<file path="src/rtl/ssb_drive_seq_if.sv">
// ssb_drive_seq_if: drive path and control bundle between feedback source, sequencer and SSB output block
interface ssb_drive_seq_if #(parameter int GW = 17, parameter int SW = 16);
  logic iq;
  logic signed [17:0] drive_in;
  logic [GW-1:0] setpoint;
  logic [SW-1:0] step;
  logic start;
  logic stop;
  logic trip;
  logic clear;
  logic signed [17:0] drive_out;
  logic enable;
  logic [2:0] state;
  logic at_setpoint;
  logic tripped;
  modport master (
    output iq, drive_in, setpoint, step, start, stop, trip, clear,
    input drive_out, enable, state, at_setpoint, tripped
  );
  modport slave (
    input iq, drive_in, setpoint, step, start, stop, trip, clear,
    output drive_out, enable, state, at_setpoint, tripped
  );
endinterface

</file>
<file path="src/rtl/ssb_drive_seq.sv">
// ssb_drive_seq: soft-start/stop gain sequencer scaling the interleaved I/Q drive and gating the SSB output enable
module ssb_drive_seq #(
  parameter int GW = 17,
  parameter int SW = 16
) (
  input logic clk,
  input logic reset,
  ssb_drive_seq_if.slave io
);
  localparam logic [2:0] IDLE = 3'd0, SLEW = 3'd1, ON = 3'd2, DOWN = 3'd3, TRIPPED = 3'd4;
  logic [2:0] state, state_n;
  logic [GW-1:0] gain, gain_n, stp, slew_g, down_g;
  logic [GW:0] up;
  logic signed [GW+18:0] p;
  logic signed [17:0] drive_out;
  logic go, zero, en1, enable, at_setpoint, tripped;
  always_ff @(posedge clk)
    state <= reset ? IDLE : state_n;
  always_comb begin
    go = io.start & ~io.stop;
    state_n = io.trip ? TRIPPED :
      state == TRIPPED ? (io.clear ? IDLE : TRIPPED) :
      state == IDLE ? (go ? SLEW : IDLE) :
      state == DOWN ? (go ? SLEW : gain == '0 ? IDLE : DOWN) :
      io.stop ? DOWN : gain == io.setpoint ? ON : SLEW;
  end
  always_comb begin
    stp = GW'(io.step);
    up = {1'b0, gain} + {1'b0, stp};
    slew_g = io.step == '0 ? io.setpoint :
      gain < io.setpoint ? (up >= {1'b0, io.setpoint} ? io.setpoint : up[GW-1:0]) :
      (gain - io.setpoint <= stp ? io.setpoint : gain - stp);
    down_g = (io.step == '0 || stp >= gain) ? '0 : gain - stp;
    zero = io.trip || state == IDLE || state == TRIPPED;
    gain_n = zero ? '0 : !io.iq ? gain : state == SLEW ? slew_g : state == DOWN ? down_g : gain;
  end
  always_ff @(posedge clk) begin
    if (reset) begin
      gain <= '0;
      p <= '0;
      drive_out <= '0;
      en1 <= 1'b0;
      enable <= 1'b0;
      at_setpoint <= 1'b0;
      tripped <= 1'b0;
    end else begin
      gain <= gain_n;
      p <= zero ? '0 : (GW+19)'(io.drive_in) * (GW+19)'($signed({1'b0, gain}));
      drive_out <= zero ? '0 : 18'(p >>> GW);
      en1 <= ~zero;
      enable <= ~io.trip & en1;
      at_setpoint <= state_n == ON && gain_n == io.setpoint;
      tripped <= state_n == TRIPPED;
    end
  end
  assign io.drive_out = drive_out;
  assign io.enable = enable;
  assign io.state = state;
  assign io.at_setpoint = at_setpoint;
  assign io.tripped = tripped;
endmodule

</file>
<file path="src/flat_wrapper.sv">
// flat-port wrapper written by rule: the top's interface ports become plain ports
module ssb_drive_seq_flat 
#(
  parameter int GW = 17,
  parameter int SW = 16
)
  (clk, reset, io_iq, io_drive_in, io_setpoint, io_step, io_start, io_stop, io_trip, io_clear, io_drive_out, io_enable, io_state, io_at_setpoint, io_tripped);
  ssb_drive_seq_if #(.GW(GW), .SW(SW)) io_i ();
  input logic clk;
  input logic reset;
  input wire logic [$bits(io_i.iq)-1:0] io_iq;
  input wire logic [$bits(io_i.drive_in)-1:0] io_drive_in;
  input wire logic [$bits(io_i.setpoint)-1:0] io_setpoint;
  input wire logic [$bits(io_i.step)-1:0] io_step;
  input wire logic [$bits(io_i.start)-1:0] io_start;
  input wire logic [$bits(io_i.stop)-1:0] io_stop;
  input wire logic [$bits(io_i.trip)-1:0] io_trip;
  input wire logic [$bits(io_i.clear)-1:0] io_clear;
  output wire logic [$bits(io_i.drive_out)-1:0] io_drive_out;
  output wire logic [$bits(io_i.enable)-1:0] io_enable;
  output wire logic [$bits(io_i.state)-1:0] io_state;
  output wire logic [$bits(io_i.at_setpoint)-1:0] io_at_setpoint;
  output wire logic [$bits(io_i.tripped)-1:0] io_tripped;
  assign io_i.iq = io_iq;
  assign io_i.drive_in = io_drive_in;
  assign io_i.setpoint = io_setpoint;
  assign io_i.step = io_step;
  assign io_i.start = io_start;
  assign io_i.stop = io_stop;
  assign io_i.trip = io_trip;
  assign io_i.clear = io_clear;
  assign io_drive_out = io_i.drive_out;
  assign io_enable = io_i.enable;
  assign io_state = io_i.state;
  assign io_at_setpoint = io_i.at_setpoint;
  assign io_tripped = io_i.tripped;
  ssb_drive_seq #(.GW(GW), .SW(SW)) u_core (.clk(clk), .reset(reset), .io(io_i));
endmodule
</file>
<file path="config.mk">
export PLATFORM = sky130hd
export DESIGN_NAME = ssb_drive_seq_flat
export DESIGN_NICKNAME = d
export VERILOG_FILES = /design/src/rtl/ssb_drive_seq_if.sv /design/src/rtl/ssb_drive_seq.sv /design/src/flat_wrapper.sv
export SDC_FILE = /design/constraint.sdc
export NUM_CORES = 1
export LEC_CHECK = 0
export BUFFER_PORTS_ARGS = -buffer_cell sky130_fd_sc_hd__buf_2
export CORE_MARGIN = 2
export CORE_UTILIZATION = 40
export DETAILED_ROUTE_END_ITERATION = 12
export GPL_ROUTABILITY_DRIVEN = 0
export HOLD_SLACK_MARGIN = 0.02
export PLACE_DENSITY = 0.62
export SETUP_SLACK_MARGIN = 0.1
export SYNTH_ARGS = -nofsm -noshare
export SYNTH_HDL_FRONTEND = slang
export SYNTH_SLANG_ARGS = --single-unit
export TNS_END_PERCENT = 100
</file>
<file path="constraint.sdc">
create_clock -name clk -period 10.3 [get_ports clk]
set_clock_uncertainty 0.05 [all_clocks]
set_input_delay 1.545 -clock clk [delete_from_list [all_inputs] [get_ports clk]]
set_output_delay 1.545 -clock clk [all_outputs]
set_load 0.005 [all_outputs]
</file>
---- Word-level counts from Yosys, hierarchy flattened ----
Cells that the tools add are included.
word-level totals
  register bits ........................... 77
  bits of input ports ..................... 58
  word-level logic and storage cells ...... 55
cells by class
  add/sub/neg operators ................... 3
  multiply operators ...................... 1
  $lt $le $gt $ge ......................... 4
  equal/unequal tests ..................... 7
  mux-type cells .......................... 19
  bitwise gates (word level) .............. 5
  reductions and logical operators ........ 8
operators with widths
  cell                  count
  $mux W17              9
  $mul A18 B18 Y35      1
  $eq A17 B17 Y1        2
  $mux W3               7
  $add A17 B16 Y18      1
  $ge A18 B17 Y1        1
  $ge A16 B17 Y1        1
  $le A17 B16 Y1        1
  $logic_not A17 Y1     1
  $lt A17 B17 Y1        1
  $sub A17 B16 Y17      1
  $sub A17 B17 Y17      1
  $logic_not A16 Y1     1
  $eq A3 B2 Y1 const B  2
  $eq A3 B3 Y1 const B  2
  $mux W2               2
  $eq A3 B1 Y1 const B  1
  $logic_not A3 Y1      1
  $logic_or A1 B1 Y1    3
  $not A1 Y1            3
  $and A1 B1 Y1         2
  $reduce_or A2 Y1      1
  $logic_and A1 B1 Y1   1
  $mux W1               1

---- Longest topological paths before layout ----
  depth after elaboration ................. 10
  depth in mapped cells ................... 27
  mapped depth without buffers ............ 26

---- Worst setup path before layout ----
Ideal clock, no wire load.
  kind .................................... input-to-reg
  from .................................... in io_drive_in[12]
  to ...................................... reg u_core.p[34]
  library setup time ...................... 128 ps
  arrival ................................. 7781 ps
  slack ................................... 2341 ps
  stages .................................. 26
  cells stage by stage .................... clkbuf_1 nand2_1 fa_1 inv_1 fa_1 inv_1 fa_1 inv_1 fa_1 inv_1 fa_1 inv_1 fa_1 ha_1 nand2_1 o21ai_0 o21ai_0 nor4b_1 o311a_1 o21ai_0 o311ai_0 a31oi_1 o21bai_1 o31ai_1 xnor2_1 nor2_1
on the way
  word-level cells in the longest chain between the ends .. 1
ends and longest elaborated chain
  item                  line                 RTL
  start, declared       flat_wrapper.sv:12   input wire logic [$bits(io_i.drive_in)-1:0] io_drive_in;
  $mul A18 B18 Y35      ssb_drive_seq.sv:48  p <= zero ? '0 : (GW+19)'(io.drive_in) * (GW+19)'($signed({1'b0, gain}));
  end signal, assigned  ssb_drive_seq.sv:48
  end, declared         ssb_drive_seq.sv:14  logic signed [GW+18:0] p;
No other way between the ends.
A chain may end at the register's enable or synchronous reset.

---- Worst setup path after layout ----
  from .................................... in io_drive_in[9]
  to ...................................... reg u_core.p[34]
The elaborated chain is that of the path after synthesis.

==> run summary <==
# Post-CTS Setup Buffers = 0
# DRC = 0
via-per-instance ratio = 5.49
P&R area growth vs syn = 7.02%
final net count = 2,609
Final Hold Violating Endpoints = 0
cell mode on critical path = fa_1
Clock Path Buffers = 2
CP Class = in2reg
TritonCTS clock tree = done
global router's overall resource usage = 24.0%
Ports = 82
VDD IR max = 66.0 uV
Final min period = 8.24 ns
Int Pwr = 476 uW
Routed wire per std cell = 19.6 um
Most used DFF post-synth = dfxtp_1
pre-CTS worst setup slack = 1.76 ns
initial antenna violation count = 0
DP Wirelength = 41,700 um
sequential share of power = 32.9%
Routed Antenna Nets = 0
final worst slack = 2.06 ns
CP Launch Type = primary input
area occupied by registers = 0.00120 sq mm
Port Buf Inserts = 81
hold-fix buffers at CTS = 0
Core Util, Final = 43.2%
Yosys Warn Count = 0
Antenna diodes = 0
RSZ-0062 raised after global routing = no
Clock Latency Late Sink = 0.32 ns
vias in the first global route = 15.7k
total gr overflow = 0
Crit. End Element = flip-flop
#FFs+latches synth = 60
required time worst endpoint = 10.45 ns
detailed-route via count = 14.7k
drt pass-1 iters = 8
fmax = 121 MHz
share of cells above drive strength 1 = 6.53%
post-CTS sizing = 0
number of synthesized flops with an enable pin = 0
Fill cells = 4,258
Die X = 212 um
final worst-path cycle share = 80.0%
number of CTS-inserted buffers = 9
combinational share of power = 25.7%
cell area after synthesis = 0.0173 sq mm
final setup fails = 0
total negative setup slack = 0 ns
Slew headroom = 24.1%
Net Sw Power = 234 uW
PwrDens = 38.3 mW/mm^2
first-pass GRT wire length = 84,300 um
Clock Sinks = 60
largest net degree at the start of global routing = 37
worst hold path class = reg2reg
slew at the pin closest to its max-slew limit = 1.13 ns
Initial Util = 40.4%
Mapped Avg Cell Area = 8.42 sq um
status = finished, final reports clean
synth unique cells = 75
synthesized instance count = 2,059
1st-iter DRT viols = 1,466
Clock transition at path regs = 0.06 ns
Total Die Area = 0.0450 sq mm
routed wire length = 52,200 um
site row count = 76
critical path arrival = 8.40 ns
CP max FO = 17
die height = 212 um
syn nets = 2,590
CTS H-Tree Depth = 3
Seq/Total Area, Yosys = 6.93%
Leak Pwr = 0.00856 uW
multi-input gate area in the final layout = 0.0143 sq mm
Clk pwr share = 41.4%
Root Buffer = clkbuf_16
slowest stage delay, CP = 0.57 ns
Max-Cap Viols = 0
Net Sw Frac = 32.9%
post-synthesis async set-or-reset flop share = 0%
CORE AREA = 0.0429 sq mm
final slew viol count = 0
CP max-delay cell = fa_1
==> cells in the final DEF, fill, tap and decap left out, drive strengths merged, types with 18 or more instances in the layout <==
cell type,n
nor4,26
fa,307
ha,166
o21ai,59
dfxtp,60
nor2,92
nand2,248
and2,144
a21oi,89
inv,389
xnor2,52
buf,101
a31oi,18
nand3,21
nor3,26
a21o,23
a211oi,22
==> synthesized netlist by cell type, types with 23 or more instances <==
master    count  share of area (%)
dfxtp_1      60                6.9
fa_1        307                 35
o21ai_0      59                1.7
nand2_1     248                5.4
inv_1       388                8.4
nor3_1       25               0.72
nor4_1       25               0.90
clkbuf_1     73                1.6
a21o_1       23                1.0
and2_1      144                5.2
ha_1        166                 12
a21oi_1      87                2.5
xnor2_1      52                2.6
nor2_1       91                2.0
==> per-layer routing <==
| layer | share of wire, % | track usage [%] |
|---|---|---|
| met2 | 48 | 41.4 |
| met1 | 40 | 30.6 |
| met4 | 4.8 | 10.3 |
| met3 | 7.3 | 2.66 |
| met5 | 0 | 0 |
==> critical path: cells and delay by family <==
kind            cells  cell delay, ns
fa+ha+maj           7            3.27
compound gates      9            2.36
buf+inv             7            0.75
simple gates        3            0.29
xor+xnor            1            0.15
==> state kept, by name, summed over array words and instances, names as in the netlist <==
name                   count
u_core.gain               17
u_core.en1                 1
u_core.io.tripped          1
u_core.io.at_setpoint      1
u_core.io.drive_out       18
u_core.p                  18
u_core.io.state            3
u_core.io.enable           1
==> final timing paths <==
path / start / endpoint / slack (ns) / cells after the start
setup / recovery: io_drive_in[9] / u_core.p[34]$_SDFF_PP0_ / 2.06 / 27
hold / removal: u_core.p[22]$_SDFF_PP0_ / u_core.io.drive_out[5]$_SDFF_PP0_ / 0.37 / 1
setup reg to reg: u_core.gain[5]$_SDFF_PP0_ / u_core.p[34]$_SDFF_PP0_ / 2.83 / 26
hold reg to reg: u_core.p[22]$_SDFF_PP0_ / u_core.io.drive_out[5]$_SDFF_PP0_ / 0.37 / 1
==> cells by family after synthesis <==
| logic type | count (synthesis) | synth area share (%) |
|---|---|---|
| xor+xnor | 65 | 3.28 |
| fa+ha+maj | 473 | 47.4 |
| mux | 10 | 0.592 |
| simple gates | 627 | 17.7 |
| flops | 60 | 6.93 |
| buf+inv | 482 | 10.6 |
| compound gates | 342 | 13.5 |
==> power by group through the flow <==
stage	Sequential, uW	Clock (uW)	Combinational, uW
detailed placement	239	0	175
finish	234	294	183
CTS	234	302	176
global route	234	314	196
global placement	239	0	172
floorplan	239	0	107
==> per-stage QoR <==
stage	total power (uW)	hold WS, ns	instances	cell area [sq um]
2_1_floorplan	346	0.356	2059	17300
3_5_place_dp	414	0.363	2652	18200
4_1_cts	712	0.376	2668	18500
3_3_place_gp	410	0.360	2652	18200
5_1_grt	743	0.388	2668	18500
6_report	710	0.374	2668	18500
==> layout make-up <==
cell class / instances / share of cell area [%]
clock buffers: 9 / 1.21
clock inverters: 7 / 0.411
flip-flops and latches: 60 / 6.48
multi-input cells: 1517 / 77.1
repair buffers: 101 / 3.00
well taps: 585 / 3.95
inverters: 389 / 7.87
Note: power is estimated with default switching activity, not from simulation.
